## src/rtl/hdmi_audio_pacer_pkg.sv

```systemverilog
// Shared constants and types for the HDMI audio pacer.
package hdmi_audio_pkg;

    localparam int MHZ             = 1_000_000;
    localparam int DEF_SAMPLE_RATE = 192_000;

    // 29 bits covers a 255 MHz divisor plus the increment with headroom.
    localparam int ACC_W = 29;

    typedef enum logic [1:0] {
        IDLE = 2'd0,
        LOAD = 2'd1,
        RUN  = 2'd2
    } pacer_state_e;

    // Pixel-clock frequency in MHz to the divisor in Hz.
    function automatic logic [ACC_W-1:0] mhz_to_div(input logic [ACC_W-1:0] mhz);
        return mhz * ACC_W'(MHZ);
    endfunction

endpackage

```

## src/rtl/hdmi_audio_pacer_if.sv

```systemverilog
// Audio-side bundle between the pacer and its environment.
interface hdmi_audio_pacer_if #(
    parameter int CHANNELS = 2,
    parameter int IN_W     = 16,
    parameter int OUT_W    = 24,
    parameter int FREQ_W   = 8
);
    logic                      locked;
    logic [FREQ_W-1:0]         freq;
    logic                      mute;
    logic [CHANNELS*IN_W-1:0]  audio_in;
    logic [CHANNELS*OUT_W-1:0] audio_out;
    logic                      audio_clk;
    logic                      sample_stb;
    logic                      running;

    modport master (
        output locked, freq, mute, audio_in,
        input  audio_out, audio_clk, sample_stb, running
    );

    modport slave (
        input  locked, freq, mute, audio_in,
        output audio_out, audio_clk, sample_stb, running
    );
endinterface

```

## src/rtl/hdmi_audio_pacer_frac_rate_gen.sv

```systemverilog
// Bresenham phase accumulator producing an exact-average square wave.
// The output toggles whenever the accumulated increment crosses the divisor,
// so toggle spacing is always floor or ceil of div/inc.
module frac_rate_gen
    import hdmi_audio_pkg::*;
(
    input  logic             clk,
    input  logic             reset,
    input  logic             en,
    input  logic             clr,
    input  logic [ACC_W-1:0] div,
    input  logic [ACC_W-1:0] inc,
    output logic             tgl_o,
    output logic             fall_o
);

    logic [ACC_W-1:0] acc_q;
    logic [ACC_W-1:0] acc_d;
    logic [ACC_W-1:0] sum_s;
    logic             hit_s;
    logic             tgl_q;
    logic             tgl_d;

    assign sum_s = acc_q + inc;
    assign hit_s = (sum_s >= div);

    // Next accumulator/toggle value: clear wins over advance.
    always_comb begin
        acc_d = acc_q;
        tgl_d = tgl_q;
        if (clr) begin
            acc_d = '0;
            tgl_d = 1'b0;
        end else if (en) begin
            if (hit_s) begin
                acc_d = sum_s - div;
                tgl_d = ~tgl_q;
            end else begin
                acc_d = sum_s;
                tgl_d = tgl_q;
            end
        end else begin
            acc_d = acc_q;
            tgl_d = tgl_q;
        end
    end

    // Accumulator and toggle registers.
    always_ff @(posedge clk) begin
        if (reset) begin
            acc_q <= '0;
            tgl_q <= 1'b0;
        end else begin
            acc_q <= acc_d;
            tgl_q <= tgl_d;
        end
    end

    // High in the cycle whose closing edge takes the output from 1 to 0.
    assign fall_o = en & ~clr & hit_s & tgl_q;
    assign tgl_o  = tgl_q;

endmodule

```

## src/rtl/hdmi_audio_pacer.sv

```systemverilog
// Audio sample pacer: derives an exact-average SAMPLE_RATE clock from the
// runtime pixel-clock frequency, captures and left-aligns the samples on each
// falling audio_clk edge, and handles mute and PLL lock loss.
// IN_W must not exceed OUT_W.
module hdmi_audio_pacer
    import hdmi_audio_pkg::*;
#(
    parameter int SAMPLE_RATE = DEF_SAMPLE_RATE,
    parameter int CHANNELS    = 2,
    parameter int IN_W        = 16,
    parameter int OUT_W       = 24,
    parameter int FREQ_W      = 8
) (
    input  logic               clk,
    input  logic               reset,
    hdmi_audio_pacer_if.slave  bus
);

    localparam int               SHIFT = OUT_W - IN_W;
    localparam logic [ACC_W-1:0] INC   = ACC_W'(2 * SAMPLE_RATE);

    pacer_state_e              state_q;
    pacer_state_e              state_d;
    logic [FREQ_W-1:0]         freq_q;
    logic [ACC_W-1:0]          div_q;
    logic                      load_s;
    logic                      en_s;
    logic                      clr_s;
    logic                      tgl_s;
    logic                      fall_s;
    logic [CHANNELS*OUT_W-1:0] cap_s;
    logic [CHANNELS*OUT_W-1:0] audio_out_q;
    logic                      stb_q;
    logic                      running_q;

    // Next state and rate-generator control; lock/frequency loss beats reload.
    always_comb begin
        state_d = state_q;
        load_s  = 1'b0;
        en_s    = 1'b0;
        clr_s   = 1'b1;
        case (state_q)
            IDLE: begin
                if (bus.locked && (bus.freq != '0)) begin
                    state_d = LOAD;
                end else begin
                    state_d = IDLE;
                end
            end
            LOAD: begin
                load_s  = 1'b1;
                state_d = RUN;
            end
            RUN: begin
                if (!bus.locked || (bus.freq == '0)) begin
                    state_d = IDLE;
                end else if (bus.freq != freq_q) begin
                    state_d = LOAD;
                end else begin
                    state_d = RUN;
                    en_s    = 1'b1;
                    clr_s   = 1'b0;
                end
            end
            default: begin
                state_d = IDLE;
            end
        endcase
    end

    // State register.
    always_ff @(posedge clk) begin
        if (reset) begin
            state_q <= IDLE;
        end else begin
            state_q <= state_d;
        end
    end

    // Frequency and divisor latched only in LOAD.
    always_ff @(posedge clk) begin
        if (reset) begin
            freq_q <= '0;
            div_q  <= '0;
        end else if (load_s) begin
            freq_q <= bus.freq;
            div_q  <= mhz_to_div(ACC_W'(bus.freq));
        end else begin
            freq_q <= freq_q;
            div_q  <= div_q;
        end
    end

    frac_rate_gen u_rate (
        .clk    (clk),
        .reset  (reset),
        .en     (en_s),
        .clr    (clr_s),
        .div    (div_q),
        .inc    (INC),
        .tgl_o  (tgl_s),
        .fall_o (fall_s)
    );

    // Left-align every channel into the wider output slot.
    always_comb begin
        cap_s = '0;
        for (int c = 0; c < CHANNELS; c++) begin
            cap_s[c*OUT_W +: OUT_W] = OUT_W'(bus.audio_in[c*IN_W +: IN_W]) << SHIFT;
        end
    end

    // Sample capture on the falling audio_clk edge, strobe and run flag.
    always_ff @(posedge clk) begin
        if (reset) begin
            audio_out_q <= '0;
            stb_q       <= 1'b0;
            running_q   <= 1'b0;
        end else begin
            running_q <= (state_d == RUN);
            stb_q     <= fall_s;
            if (fall_s) begin
                audio_out_q <= bus.mute ? '0 : cap_s;
            end else begin
                audio_out_q <= audio_out_q;
            end
        end
    end

    assign bus.audio_out  = audio_out_q;
    assign bus.audio_clk  = tgl_s;
    assign bus.sample_stb = stb_q;
    assign bus.running    = running_q;

endmodule

```

## src/flat_wrapper.sv

```systemverilog
// flat-port wrapper written by rule: the top's interface ports become plain ports
module hdmi_audio_pacer_flat import hdmi_audio_pkg::*;
#(
    parameter int SAMPLE_RATE = DEF_SAMPLE_RATE,
    parameter int CHANNELS    = 2,
    parameter int IN_W        = 16,
    parameter int OUT_W       = 24,
    parameter int FREQ_W      = 8
)
  (clk, reset, bus_locked, bus_freq, bus_mute, bus_audio_in, bus_audio_out, bus_audio_clk, bus_sample_stb, bus_running);
  hdmi_audio_pacer_if #(.CHANNELS(CHANNELS), .IN_W(IN_W), .OUT_W(OUT_W), .FREQ_W(FREQ_W)) bus_i ();
  input  logic clk;
  input  logic reset;
  input wire logic [$bits(bus_i.locked)-1:0] bus_locked;
  input wire logic [$bits(bus_i.freq)-1:0] bus_freq;
  input wire logic [$bits(bus_i.mute)-1:0] bus_mute;
  input wire logic [$bits(bus_i.audio_in)-1:0] bus_audio_in;
  output wire logic [$bits(bus_i.audio_out)-1:0] bus_audio_out;
  output wire logic [$bits(bus_i.audio_clk)-1:0] bus_audio_clk;
  output wire logic [$bits(bus_i.sample_stb)-1:0] bus_sample_stb;
  output wire logic [$bits(bus_i.running)-1:0] bus_running;
  assign bus_i.locked = bus_locked;
  assign bus_i.freq = bus_freq;
  assign bus_i.mute = bus_mute;
  assign bus_i.audio_in = bus_audio_in;
  assign bus_audio_out = bus_i.audio_out;
  assign bus_audio_clk = bus_i.audio_clk;
  assign bus_sample_stb = bus_i.sample_stb;
  assign bus_running = bus_i.running;
  hdmi_audio_pacer #(.SAMPLE_RATE(SAMPLE_RATE), .CHANNELS(CHANNELS), .IN_W(IN_W), .OUT_W(OUT_W), .FREQ_W(FREQ_W)) u_core (.clk(clk), .reset(reset), .bus(bus_i));
endmodule
```

## config.mk

```make
export PLATFORM = sky130hd
export DESIGN_NAME = hdmi_audio_pacer_flat
export DESIGN_NICKNAME = d
export VERILOG_FILES = /design/src/rtl/hdmi_audio_pacer_pkg.sv /design/src/rtl/hdmi_audio_pacer_if.sv /design/src/rtl/hdmi_audio_pacer_frac_rate_gen.sv /design/src/rtl/hdmi_audio_pacer.sv /design/src/flat_wrapper.sv
export SDC_FILE = /design/constraint.sdc
export NUM_CORES = 1
export LEC_CHECK = 0
export CORE_MARGIN = 2
export CORE_UTILIZATION = 35
export CTS_CLUSTER_SIZE = 12
export DETAILED_ROUTE_END_ITERATION = 6
export SYNTH_ARGS = -nofsm -noshare
export SYNTH_HDL_FRONTEND = slang
export SYNTH_SLANG_ARGS = --single-unit
```

## constraint.sdc

```tcl
create_clock -name clk -period 7.8 [get_ports clk]
set_clock_uncertainty 0.1 [all_clocks]
set_input_delay 1.17 -clock clk [delete_from_list [all_inputs] [get_ports clk]]
set_output_delay 1.17 -clock clk [all_outputs]
set_load 0.005 [all_outputs]
```

==> flow_metrics.py, run 1 <==
metrics = {
    "place": {
        "portBuffers": 78,
        "place.gp.congestion": 0.8556,
        "dpl_worst_slack_ns": 2.138,
        "dp_hpwl_mm": 11.52,
    },
    "yosys": {
        "synthesis.area_sq_mm": 0.006630,
        "synthFlopType": "dfxtp_1",
        "synth_top_area_share_pct": 26.27,
        "yosysMostFrequentCell": "a21oi_1",
        "synth-edff-count": 0,
        "ys_seq_area_share_pct": 26.27,
        "synth_cell_type_count": 56,
        "yosys.area.top_type": "dfxtp_1",
        "synth_area_leaders": "dfxtp_1 (26%), ha_1 (15%), a21oi_1 (6.8%)",
        "syn_avg_cell_area_sq_um": 8.382,
        "netlist_instances": 791,
        "async_flop_share_pct": 0,
        "synth.top_cells.by_count": "a21oi_1 (90), dfxtp_1 (87), ha_1 (81)",
        "yosys_warnings": 0,
        "synth-seq-cells": 87,
    },
    "detailed_routing": {
        "wl_met2_mm": 7.217,
        "vias": 5298,
        "drt_first_pass_iters": 4,
        "top_layer": "met4",
        "ant_nets": 0,
        "wl_per_cell_microns": 13.90,
        "drcViolationCount": 0,
        "routed_via_density": 4.865,
        "routed_wl_mm": 15.14,
        "wl_met3_microns": 248,
        "wl_met1_mm": 7.449,
        "drtIter0Drc": 266,
    },
    "clocking": {
        "cts-resized-gates": 0,
        "htree_levels": 3,
        "ctsHoldBuffers": 0,
        "cts_buffer_depth": 2,
        "clk_latency_ns": 0.34,
        "cts_setup_buffers": 0,
        "cts_buffers": 9,
        "cts.clk_slew.worst_paths_ns": 0.06,
        "clock-sinks": 87,
        "cts-root-buf": "clkbuf_16",
        "cts_tree": "yes",
    },
    "critical_path": {
        "crit_type": "input port to flop",
        "slowest_stage": "clkdlybuf4s50_1",
        "worstPathRequired_ns": 7.99,
        "max_stage_delay_ns": 0.70,
        "arrival_ns": 5.50,
        "worstPathMaxFanout": 8,
        "endpoint_kind": "flop",
        "start_kind": "input port",
        "cp_common_cell": "inv_1",
        "cp_top_family": "adder cells",
        "cp_cell_sequence": "clkdlybuf4s50_1 -> inv_1 -> fa_1 -> inv_1 -> ha_1 -> inv_1 -> fa_1 -> fa_1 -> inv_1 -> ha_1 -> nor3_1 -> a211oi_1 -> a21o_1 -> nand2_1 -> or4_1 -> nand3_1",
        "worst-path-buf-inv": 5,
    },
    "die": {
        "die-area_sq_mm": 0.02006,
        "die_h_microns": 141.6,
        "rows": 50,
        "core_sq_mm": 0.01864,
        "io_pins": 95,
        "die_w_microns": 141.6,
        "initial_utilization_pct": 35.56,
    },
    "cells_and_area": {
        "diodes": 0,
        "area_growth_pct": 17.89,
        "nFillCells": 1909,
        "drive_gt1_share_pct": 3.392,
        "finalNetCount": 995,
        "fin_util_pct": 41.93,
    },
    "sta": {
        "post-route-min-period_ns": 5.311,
        "timing_hold_violations_final": 0,
        "finalWorstSetupSlack_ns": 2.489,
        "setup_tns_ns": 0,
        "fin_crit_sh_pct": 68.09,
        "max_freq_mhz": 188.3,
        "finalSetupViolations": 0,
        "worst_pin_slew_ns": 0.9611,
        "slew_headroom_pct": 35.93,
        "rsz0062_at_grt": "false",
        "maxSlewViolCount": 0,
    },
    "global_route": {
        "grt_max_degree": 68,
        "antenna_found_initial": 0,
        "grt-ovfl-total": 0,
        "grt_pass1_vias": 4994,
        "grt_pass1_wl_mm": 24.86,
        "grt_usage_pct": 15.28,
    },
    "power": {
        "p_leak_nw": 3.179,
        "peakVddDrop_mv": 0.1303,
        "p_per_area_mw_per_mm2": 206.9,
    },
    "status": {
        "outcome": "finished clean",
    },
    "run": {
        "max-cap-violations": 0,
    },
    "min_path": {
        "min_path_type": "flop to flop",
    },
}
## final timing paths
check	start	end	slack (ns)	cells after the start
min	u_core.div_q[16]	u_core.div_q[16]	0.36	2
min reg2reg	u_core.div_q[16]	u_core.div_q[16]	0.36	2
max	bus_freq[3]	u_core.div_q[27]	2.49	16
max reg2reg	u_core.u_rate.acc_q[10]	u_core.bus.audio_out[15]	2.95	17
## worst min-delay path: cells and delay by family, from the launching register on
| kind | cells | cell delay (ns) |
|---|---|---|
| DFF | 1 | 0.31 |
| AOI/OAI and AO/OA | 1 | 0.05 |
| and+or+nand+nor | 1 | 0.05 |
## logic make-up after synthesis
logic type | count (synthesis) | synth area share [%]
AND/OR/NAND/NOR | 248 | 19.51
flip-flops | 87 | 26.27
other | 1 | 0.05656
buffers and inverters | 112 | 7.700
adder cells (fa/ha/maj) | 99 | 20.72
multiplexers | 15 | 2.340
AO/OA/AOI/OAI | 172 | 15.87
XOR/XNOR | 57 | 7.530
## placed cells by master, fill, tap and decap left out, types with 14 or more instances in the layout
| cell | Yosys | routed |
|---|---|---|
| xnor2_1 | 41 | 41 |
| a211oi_1 | 14 | 14 |
| nand2b_1 | 36 | 36 |
| fa_1 | 18 | 18 |
| a21oi_1 | 90 | 90 |
| conb_1 | 1 | 16 |
| nand2_1 | 65 | 65 |
| xor2_1 | 16 | 16 |
| dfxtp_1 | 87 | 87 |
| ha_1 | 81 | 81 |
| clkdlybuf4s50_1 | 0 | 77 |
| nand3b_1 | 35 | 35 |
| a21o_1 | 18 | 18 |
| inv_1 | 65 | 65 |
| nor2_1 | 50 | 50 |
## metrics by stage
step                hold WS [ns]  instance area (sq um)  total power [mW]  cells
CTS                       0.3559                   7816             1.638   1089
floorplan                 0.3319                   6686             1.051    806
finish                    0.3553                   7816             1.617   1089
global route              0.3686                   7816             1.746   1089
global placement          0.3391                   7531             1.201   1075
detailed placement        0.3473                   7531             1.199   1075
## layout make-up
cell class	count	area (sq um)	area share, %
Timing Repair Buffer	82	805.8	10.31
Inverter	65	244.0	3.121
Clock inverter	5	60.06	0.7684
Sequential cell	87	1742	22.28
Multi-Input combinational cell	607	4447	56.89
Clock buffer	9	225.2	2.881
Tap cell	234	292.8	3.746
## state kept, by name, indices dropped and copies added (netlist names)
name and cells:
u_core.state_q 2, u_core.bus.sample_stb 1, u_core.freq_q 8, u_core.bus.running 1
u_core.bus.audio_out 32, u_core.u_rate.tgl_o 1, u_core.div_q 19, u_core.u_rate.acc_q 23
## report_power, final
group,switching (mW),internal (mW)
clock,0.181,0.246
sequential,0.00964,0.461
combinational,0.398,0.322
## per-layer routing
metal  vias to the layer above  track usage, %
li1                       2793               -
met4                         0           4.000
met2                        42           24.48
met3                        14           2.734
met5                         -               0
met1                      2449           21.28
Note: power is estimated with default switching activity, not from simulation.
==> inputs of run 2 (changes only) <==
clock period = 5.5 ns   (was 7.8 ns; I/O delays follow)
==> flow_metrics.py, run 2 (synthesis gave the netlist of run 1 again) <==
metrics = {
    "status": {
        "outcome": "finished clean",
    },
    "cells_and_area": {
        "final_common_cell": "a21oi_1",
        "fin_util_pct": 42.47,
        "finalNetCount": 1004,
        "area_growth_pct": 19.42,
        "mostFrequentLayoutCells": "a21oi_1 (90), dfxtp_1 (87), ha_1 (81)",
        "drive_gt1_share_pct": 4.619,
        "diodes": 0,
        "largest_reg_flops": 32,
        "fin_cells": 1100,
        "fin_area_sq_mm": 0.007918,
    },
    "place": {
        "place_inst": 1084,
        "dpl-instance-area_sq_mm": 0.007611,
        "dpl_worst_slack_ns": 0.5143,
        "portBuffers": 78,
        "place.gp.congestion": 0.8494,
        "dp_hpwl_mm": 11.66,
    },
    "sta": {
        "timing_hold_violations_final": 0,
        "hold-worst-slack_ns": 0.3519,
        "setup_tns_ns": 0,
        "finalWorstSetupSlack_ns": 0.8595,
        "max_freq_mhz": 215.5,
        "rsz0062_at_grt": "false",
        "maxSlewViolCount": 0,
        "worst_pin_slew_ns": 0.9749,
        "finalSetupViolations": 0,
        "post-route-min-period_ns": 4.641,
        "fin_crit_sh_pct": 84.37,
        "slew_headroom_pct": 34.80,
    },
    "critical_path": {
        "endpoint_kind": "flop",
        "worstPathRequired_ns": 5.69,
        "max_stage_delay_ns": 0.54,
        "start_kind": "input port",
        "cp-startpoint": "bus_freq[2]",
        "reg2reg_to": "u_core.bus.audio_out[19]",
        "worstPathMaxFanout": 4,
        "arrival_ns": 4.83,
        "r2r_start": "u_core.u_rate.acc_q[10]",
        "cp_cell_sequence": "clkdlybuf4s50_1 -> inv_1 -> fa_1 -> inv_1 -> ha_1 -> inv_1 -> fa_1 -> fa_1 -> inv_1 -> ha_1 -> nor3_1 -> a211oi_1 -> a21o_1 -> nand2_1 -> or4_1 -> nand3_1",
        "slowest_stage": "fa_1",
        "reg2reg_slack_ns": 1.07,
        "cp_common_cell": "inv_1",
        "ff2ff_path_depth": 19,
        "critical_path.endpoint": "u_core.div_q[27]",
        "crit_type": "input port to flop",
    },
    "clocking": {
        "cts_setup_buffers": 0,
        "ctsHoldBuffers": 0,
        "cts.clk_slew.worst_paths_ns": 0.06,
        "htree_levels": 3,
        "cts_buffer_depth": 2,
        "clk_latency_ns": 0.36,
        "clock-sinks": 87,
        "cts-root-buf": "clkbuf_16",
        "cts_tree": "yes",
        "cts-resized-gates": 0,
        "cts_buffers": 9,
    },
    "detailed_routing": {
        "drt_first_pass_iters": 4,
        "vias": 5354,
        "routed_wl_mm": 15.37,
        "wl_per_cell_microns": 13.97,
        "drtIter0Drc": 302,
        "routed_via_density": 4.867,
        "drcViolationCount": 0,
        "ant_nets": 0,
    },
    "die": {
        "core_sq_mm": 0.01864,
        "die_w_microns": 141.6,
        "rows": 50,
        "io_pins": 95,
        "die-area_sq_mm": 0.02006,
        "die_h_microns": 141.6,
        "initial_utilization_pct": 35.56,
    },
    "power": {
        "peakVddDrop_mv": 0.1733,
        "p_total_mw": 2.339,
        "p_leak_nw": 3.232,
        "p_per_area_mw_per_mm2": 295.4,
    },
    "global_route": {
        "grt-ovfl-total": 0,
        "grt_usage_pct": 15.43,
        "grt_pass1_vias": 5061,
        "antenna_found_initial": 0,
        "grt_pass1_wl_mm": 25.09,
        "grt_max_degree": 68,
    },
    "min_path": {
        "min_path_type": "flop to flop",
    },
    "run": {
        "max-cap-violations": 0,
    },
}
[run 2: changes by cell type in the layout (fill, tap and decap cells not counted)]
| cell | before | now |
|---|---|---|
| inv_6 | 1 | 0 |
| clkinvlp_4 | 1 | 2 |
| buf_12 | 0 | 1 |
| inv_8 | 0 | 2 |
| buf_4 | 4 | 12 |
[run 2: critical path, delay by kind of cell]
kind | cells | cell delay, ns
buf+inv | 5 | 0.70
fa+ha+maj | 5 | 2.17
simple gates | 4 | 0.59
compound gates | 2 | 0.55
[run 2: metal layers]
metal | GRT usage [%] | vias to the layer above | share of wire (%)
met5 | 0 | - | 0
met4 | 4.737 | 0 | 1.6
met3 | 2.464 | 17 | 1.9
met2 | 25.32 | 47 | 48
met1 | 20.92 | 2469 | 49
li1 | - | 2821 | -
[run 2: report_power, final]
part	total [mW]	internal (mW)	leakage (nW)	switching, mW
sequential	0.665	0.653	0.704	0.0120
clock	0.643	0.358	0.145	0.284
combinational	1.03	0.460	2.38	0.572
total	2.34	1.47	3.23	0.868
[run 2: final cells by class]
class	instances	area, sq um
multi-input combinational	607	4447
timing repair buffer	91	885.9
clock inverter	7	81.33
clock buffer	9	225.2
tap	234	292.8
inverter	65	244.0
sequential	87	1742
fill	1879	10730
[run 2: worst min-delay path by stage]
| stage | startpoint | end | slack [ns] | cells after the start |
|---|---|---|---|---|
| 3_3_place_gp | u_core.div_q[16] | u_core.div_q[16] | 0.34 | 2 |
| 4_1_cts | u_core.div_q[15] | u_core.div_q[15] | 0.36 | 2 |
| 2_1_floorplan | u_core.div_q[15] | u_core.div_q[15] | 0.33 | 2 |
| 5_1_grt | u_core.div_q[23] | u_core.div_q[23] | 0.38 | 2 |
| 3_5_place_dp | u_core.div_q[15] | u_core.div_q[15] | 0.35 | 2 |
| 6_report | u_core.div_q[15] | u_core.div_q[15] | 0.35 | 2 |
